`config.mk`:
```
export PLATFORM = sky130hd
export DESIGN_NAME = beep_pattern_gen
export DESIGN_NICKNAME = d
export VERILOG_FILES = /design/src/rtl/beep_pattern_gen.sv
export SDC_FILE = /design/constraint.sdc
export NUM_CORES = 1
export LEC_CHECK = 0
export ABC_AREA = 1
export BUFFER_PORTS_ARGS = -buffer_cell sky130_fd_sc_hd__buf_2
export CORE_AREA = 10 10 174 176
export DETAILED_ROUTE_END_ITERATION = 6
export DIE_AREA = 0 0 184 186
export MAX_ROUTING_LAYER = met4
export SLEW_MARGIN = 15
export SYNTH_ARGS = -nofsm -noshare
export SYNTH_HDL_FRONTEND = slang
export SYNTH_SLANG_ARGS = --single-unit
```
`constraint.sdc`:
```
create_clock -name sys_clk_i -period 3.45 [get_ports sys_clk_i]
set_input_delay 0.69 -clock sys_clk_i [delete_from_list [all_inputs] [get_ports sys_clk_i]]
set_output_delay 0.69 -clock sys_clk_i [all_outputs]
set_load 0.005 [all_outputs]
```
`src/rtl/beep_pattern_gen.sv`:
```
// Programmable buzzer driver: timed ON/OFF bursts with optional tone carrier.
// state | meaning: S_IDLE = silent, waiting for start | S_ON = beep phase | S_OFF = gap between bursts
module beep_pattern_gen #(
    parameter int CLK_HZ  = 50_000_000,
    parameter int TICK_HZ = 1000,
    parameter int DUR_W   = 16,
    parameter int TONE_W  = 16
) (
    input  logic              sys_clk_i,
    input  logic              ext_rst_n,
    input  logic              start,
    input  logic              stop,
    input  logic [DUR_W-1:0]  on_ticks,
    input  logic [DUR_W-1:0]  off_ticks,
    input  logic [7:0]        repeat_n,
    input  logic [TONE_W-1:0] tone_half,
    output logic              busy,
    output logic              done,
    output logic              beep
);

    localparam int DIV = CLK_HZ / TICK_HZ;
    localparam int PW  = (DIV > 1) ? $clog2(DIV) : 1;
    localparam logic [PW-1:0] PRE_LAST = PW'(DIV - 1);

    typedef enum logic [1:0] {S_IDLE, S_ON, S_OFF} state_t;

    state_t            state;
    logic [PW-1:0]     presc;
    logic [DUR_W-1:0]  tick;
    logic [TONE_W-1:0] tone_cnt;
    logic [7:0]        burst;
    logic [DUR_W-1:0]  on_l;
    logic [DUR_W-1:0]  off_l;
    logic [7:0]        rep_l;
    logic [TONE_W-1:0] tone_l;

    logic       tick_end;
    logic       on_last;
    logic       off_last;
    logic       last_burst;
    logic       tone_flip;
    logic [7:0] burst_next;

    assign tick_end   = (presc == PRE_LAST);
    assign on_last    = tick_end && (tick == on_l - DUR_W'(1));
    assign off_last   = tick_end && (tick == off_l - DUR_W'(1));
    assign last_burst = (rep_l != 8'd0) && (burst == rep_l);
    assign tone_flip  = (tone_cnt == tone_l - TONE_W'(1));
    // Saturates so continuous mode can run forever without wrapping.
    assign burst_next = (burst == 8'hFF) ? burst : burst + 8'd1;

    always_ff @(posedge sys_clk_i or negedge ext_rst_n) begin
        if (!ext_rst_n) begin
            state    <= S_IDLE;
            presc    <= '0;
            tick     <= '0;
            tone_cnt <= '0;
            burst    <= '0;
            on_l     <= '0;
            off_l    <= '0;
            rep_l    <= '0;
            tone_l   <= '0;
            busy     <= 1'b0;
            done     <= 1'b0;
            beep     <= 1'b0;
        end else begin
            done <= 1'b0;
            if (stop) begin
                state    <= S_IDLE;
                busy     <= 1'b0;
                beep     <= 1'b0;
                presc    <= '0;
                tick     <= '0;
                tone_cnt <= '0;
            end else begin
                case (state)
                    S_IDLE: begin
                        if (start && (on_ticks != '0)) begin
                            on_l     <= on_ticks;
                            off_l    <= off_ticks;
                            rep_l    <= repeat_n;
                            tone_l   <= tone_half;
                            state    <= S_ON;
                            busy     <= 1'b1;
                            beep     <= 1'b1;
                            presc    <= '0;
                            tick     <= '0;
                            tone_cnt <= '0;
                            burst    <= 8'd1;
                        end
                    end
                    S_ON: begin
                        if (on_last) begin
                            presc    <= '0;
                            tick     <= '0;
                            tone_cnt <= '0;
                            if (last_burst) begin
                                state <= S_IDLE;
                                busy  <= 1'b0;
                                beep  <= 1'b0;
                                done  <= 1'b1;
                            end else if (off_l == '0) begin
                                beep  <= 1'b1;
                                burst <= burst_next;
                            end else begin
                                state <= S_OFF;
                                beep  <= 1'b0;
                            end
                        end else begin
                            if (tick_end) begin
                                presc <= '0;
                                tick  <= tick + DUR_W'(1);
                            end else begin
                                presc <= presc + PW'(1);
                            end
                            if (tone_l != '0) begin
                                if (tone_flip) begin
                                    tone_cnt <= '0;
                                    beep     <= ~beep;
                                end else begin
                                    tone_cnt <= tone_cnt + TONE_W'(1);
                                end
                            end
                        end
                    end
                    S_OFF: begin
                        if (off_last) begin
                            presc <= '0;
                            tick  <= '0;
                            state <= S_ON;
                            beep  <= 1'b1;
                            burst <= burst_next;
                        end else if (tick_end) begin
                            presc <= '0;
                            tick  <= tick + DUR_W'(1);
                        end else begin
                            presc <= presc + PW'(1);
                        end
                    end
                    default: begin
                        state <= S_IDLE;
                        busy  <= 1'b0;
                        beep  <= 1'b0;
                    end
                endcase
            end
        end
    end

endmodule

```
==> results.yml <==
floorplan:
  ios: 63
  initial_core_util_pct: 30.7
  die_w_um: 184
  die_area_um2: 34200
  coreArea_um2: 26700
  fp-row-count: 60
  die_height_um: 186
critical_path:
  path_max_fanout: 32
  worst-path-stages: 16
  cp_cell_sequence: "inv_1 > ha_1 > nand2_2 > nor2_1 > nand2_1 > nand2_1 > nand2_1 > nand2_1 > nand3_1 > inv_1 > nand4_1 > nand3_1 > nand3_1 > buf_4 > nand2_1 > o21ai_0"
  crit_top_cell: "nand2_1"
  cp.buffers_inverters: 3
  cp-start-kind: "flop"
  crit_path_top_delay_cell: "dfrtp_1"
  worstPathRequired_ns: 3.74
  crit_family: "simple AND/OR/NAND/NOR gates"
  r2r-start: "on_l[0]$_DFFE_PN0P_"
  arrival_ns: 3.06
  critPathMaxStageDelay_ns: 0.39
  critPathLaunch: "on_l[0]$_DFFE_PN0P_"
  path_class: "reg2reg"
  r2r_cells: 16
  worstSetupEndpointType: "flop"
global_routing:
  grtUsageMet2_pct: 20.9
  grt_pass1_vias: 7393
  grt_use_met3_pct: 2.71
  grt_max_degree: 82
  grt_use_met1_pct: 17.9
  grt.busiest_layer: "met2"
  grt_pass1_wl_um: 37000
  antenna_found_initial: 0
  grtUsageTotal_pct: 13.7
  gr-total-overflow: 0
cts:
  cts_sinks: 117
  cts_tree: "built"
  cts_htree_levels: 4
  post_cts_resized: 0
  clk_path_buf_depth: 2
  clkTransAtPathRegs_ns: 0.06
  cts_buffers: 17
  root_buffer: "clkbuf_16"
  clkLatencyLatePin_ns: 0.43
  post_cts_buffers: 0
  cts_hold_buf: 0
sta:
  fin_crit_ns: 2.76
  setup_tns_ns: 0
  rsz0062_at_grt: "false"
  timing.final.crit_share_pct: 80.1
  final_hold_viol_count: 0
  setup_viol: 0
  finalClockSkew_ns: 0.0100
  max_freq_mhz: 362
  hold-worst-slack_ns: 0.238
  worst_pin_slew_ns: 0.636
  slew_headroom_pct: 57.2
  slew_viol_final: 0
drt:
  post-route-drc-count: 0
  vias: 7473
  drtIter0Drc: 522
  routed_wl_um: 21800
  wl_per_cell_um: 13.7
  viasPerCell: 4.70
  drtPass1Iterations: 5
  drtAntennaViolNets: 0
logic_synthesis:
  yosysWarningCount: 0
  synth_edf_count: 0
  synthCells: 1185
  yosysSeqAreaShare_pct: 35.7
  netlist_area_um2: 8210
  synth_fp_nets: 1256
  ys_types: 43
  synth_seq_cells: 117
  ys.flop_type: "dfrtp_1"
  ys_async_sr_fraction_pct: 100
  syn_avg_cell_area_um2: 6.93
final_layout:
  diodes: 0
  final_cells: 1591
  nNetsFinal: 1308
  drive_gt1_share_pct: 12.6
  area_delta_synth_final_pct: 15.6
  multi_input_area_um2: 4560
  seqCellArea_um2: 2930
  fill_cells: 2854
place:
  place.gp.congestion: 0.869
  dpl.cell_count: 1559
  port_buffers: 62
  hpwl_um: 16700
outcome:
  status: "finished clean"
job:
  maxCapViolCount: 0
power:
  p_leak_nw: 4.36
  ir_drop_uv: 430
  p_per_area_nw_per_um2: 670
min_path:
  hp-class: "in2async"
-- routing by layer --
metal,wire [um],vias to the layer above
met2,9680,134
li1,-,3892
met5,0,-
met4,459,0
met3,787,30
met1,10800,3417
-- cell usage in the layout (no fill, tap or decap), types with 29 or more instances in the layout --
master	count
inv_1	146
nor2_1	177
nand2_1	287
nand4_1	38
buf_2	61
o21ai_0	32
xnor2_1	29
xor2_1	55
a21oi_1	47
dfrtp_1	117
nand3_1	78
-- worst paths after layout --
path                                            to  slack [ns]
hold reg to reg               on_l[15]$_DFFE_PN0P_        0.54
setup / recovery           tone_cnt[2]$_DFFE_PN0P_        0.69
setup reg to reg           tone_cnt[2]$_DFFE_PN0P_        0.69
min in group sys_clk_i        rep_l[6]$_DFFE_PN0P_        0.49
max in group asynchronous         beep$_DFFE_PN0P_        2.38
hold / removal                off_l[4]$_DFFE_PN0P_        0.24
-- report_power, final --
group / internal, W / total (W) / switching (W) / leakage [nW]
logic: 0.000896 / 0.00240 / 0.00151 / 2.61
registers: 0.00174 / 0.00216 / 0.000417 / 1.48
clock network: 0.00113 / 0.00180 / 0.000668 / 0.276
total: 0.00377 / 0.00636 / 0.00259 / 4.36
-- registers in the layout, indices dropped and copies added, names as in the netlist --
name      flops
beep          1
burst         8
busy          1
done          1
off_l        16
on_l         16
presc        16
rep_l         8
state         2
tick         16
tone_cnt     16
tone_l       16
-- Yosys cell counts, types with 8 or more instances --
master,n,area share [%]
nand4_1,38,2.9
nand3_1,79,4.8
inv_1,146,6.7
nor2_1,177,8.1
nor3_1,17,1.0
o21ai_1,27,1.6
a21oi_1,47,2.9
ha_1,11,1.7
mux2_2,14,1.9
dfrtp_1,117,36
xor2_1,55,5.9
o21ai_0,32,2.0
nand2_1,287,13
nand2_2,9,0.69
clkbuf_1,19,0.87
o21ai_2,8,0.85
nor4_1,9,0.69
xnor2_1,29,3.1
nor2_2,9,0.69
buf_2,15,0.91
-- cell families (layout without fill, tap and decap cells) --
| group | after synthesis | count (layout) | share of synthesized area [%] |
|---|---|---|---|
| AND/OR/NAND/NOR | 648 | 648 | 34.4 |
| XOR/XNOR | 84 | 84 | 8.96 |
| flip-flops | 117 | 117 | 35.7 |
| buffers and inverters | 187 | 252 | 8.98 |
| AO/OA/AOI/OAI | 124 | 124 | 8.40 |
| multiplexers | 14 | 14 | 1.92 |
| adder cells (fa/ha/maj) | 11 | 11 | 1.68 |
-- cell type report --
cell class | instances | area share, %
Tap cell | 341 | 4.50
Sequential cell | 117 | 30.9
Timing Repair Buffer | 72 | 4.48
Inverter | 148 | 5.87
Multi-Input combinational cell | 881 | 48.0
Clock inverter | 12 | 1.65
Clock buffer | 20 | 4.60
-- through the flow --
step | instance area [um2] | total power (W) | utilization, % | setup WS [ns]
after floorplan | 8210 | 0.00394 | - | 1.35
after global placement | 8890 | 0.00455 | 33.3 | 0.506
after detailed placement | 8890 | 0.00458 | 33.3 | 0.468
after CTS | 9490 | 0.00643 | 35.5 | 0.639
after global routing | 9490 | 0.00692 | 35.5 | 0.319
final | 9490 | 0.00636 | 35.5 | 0.686
Note: power is estimated with default switching activity, not from simulation.
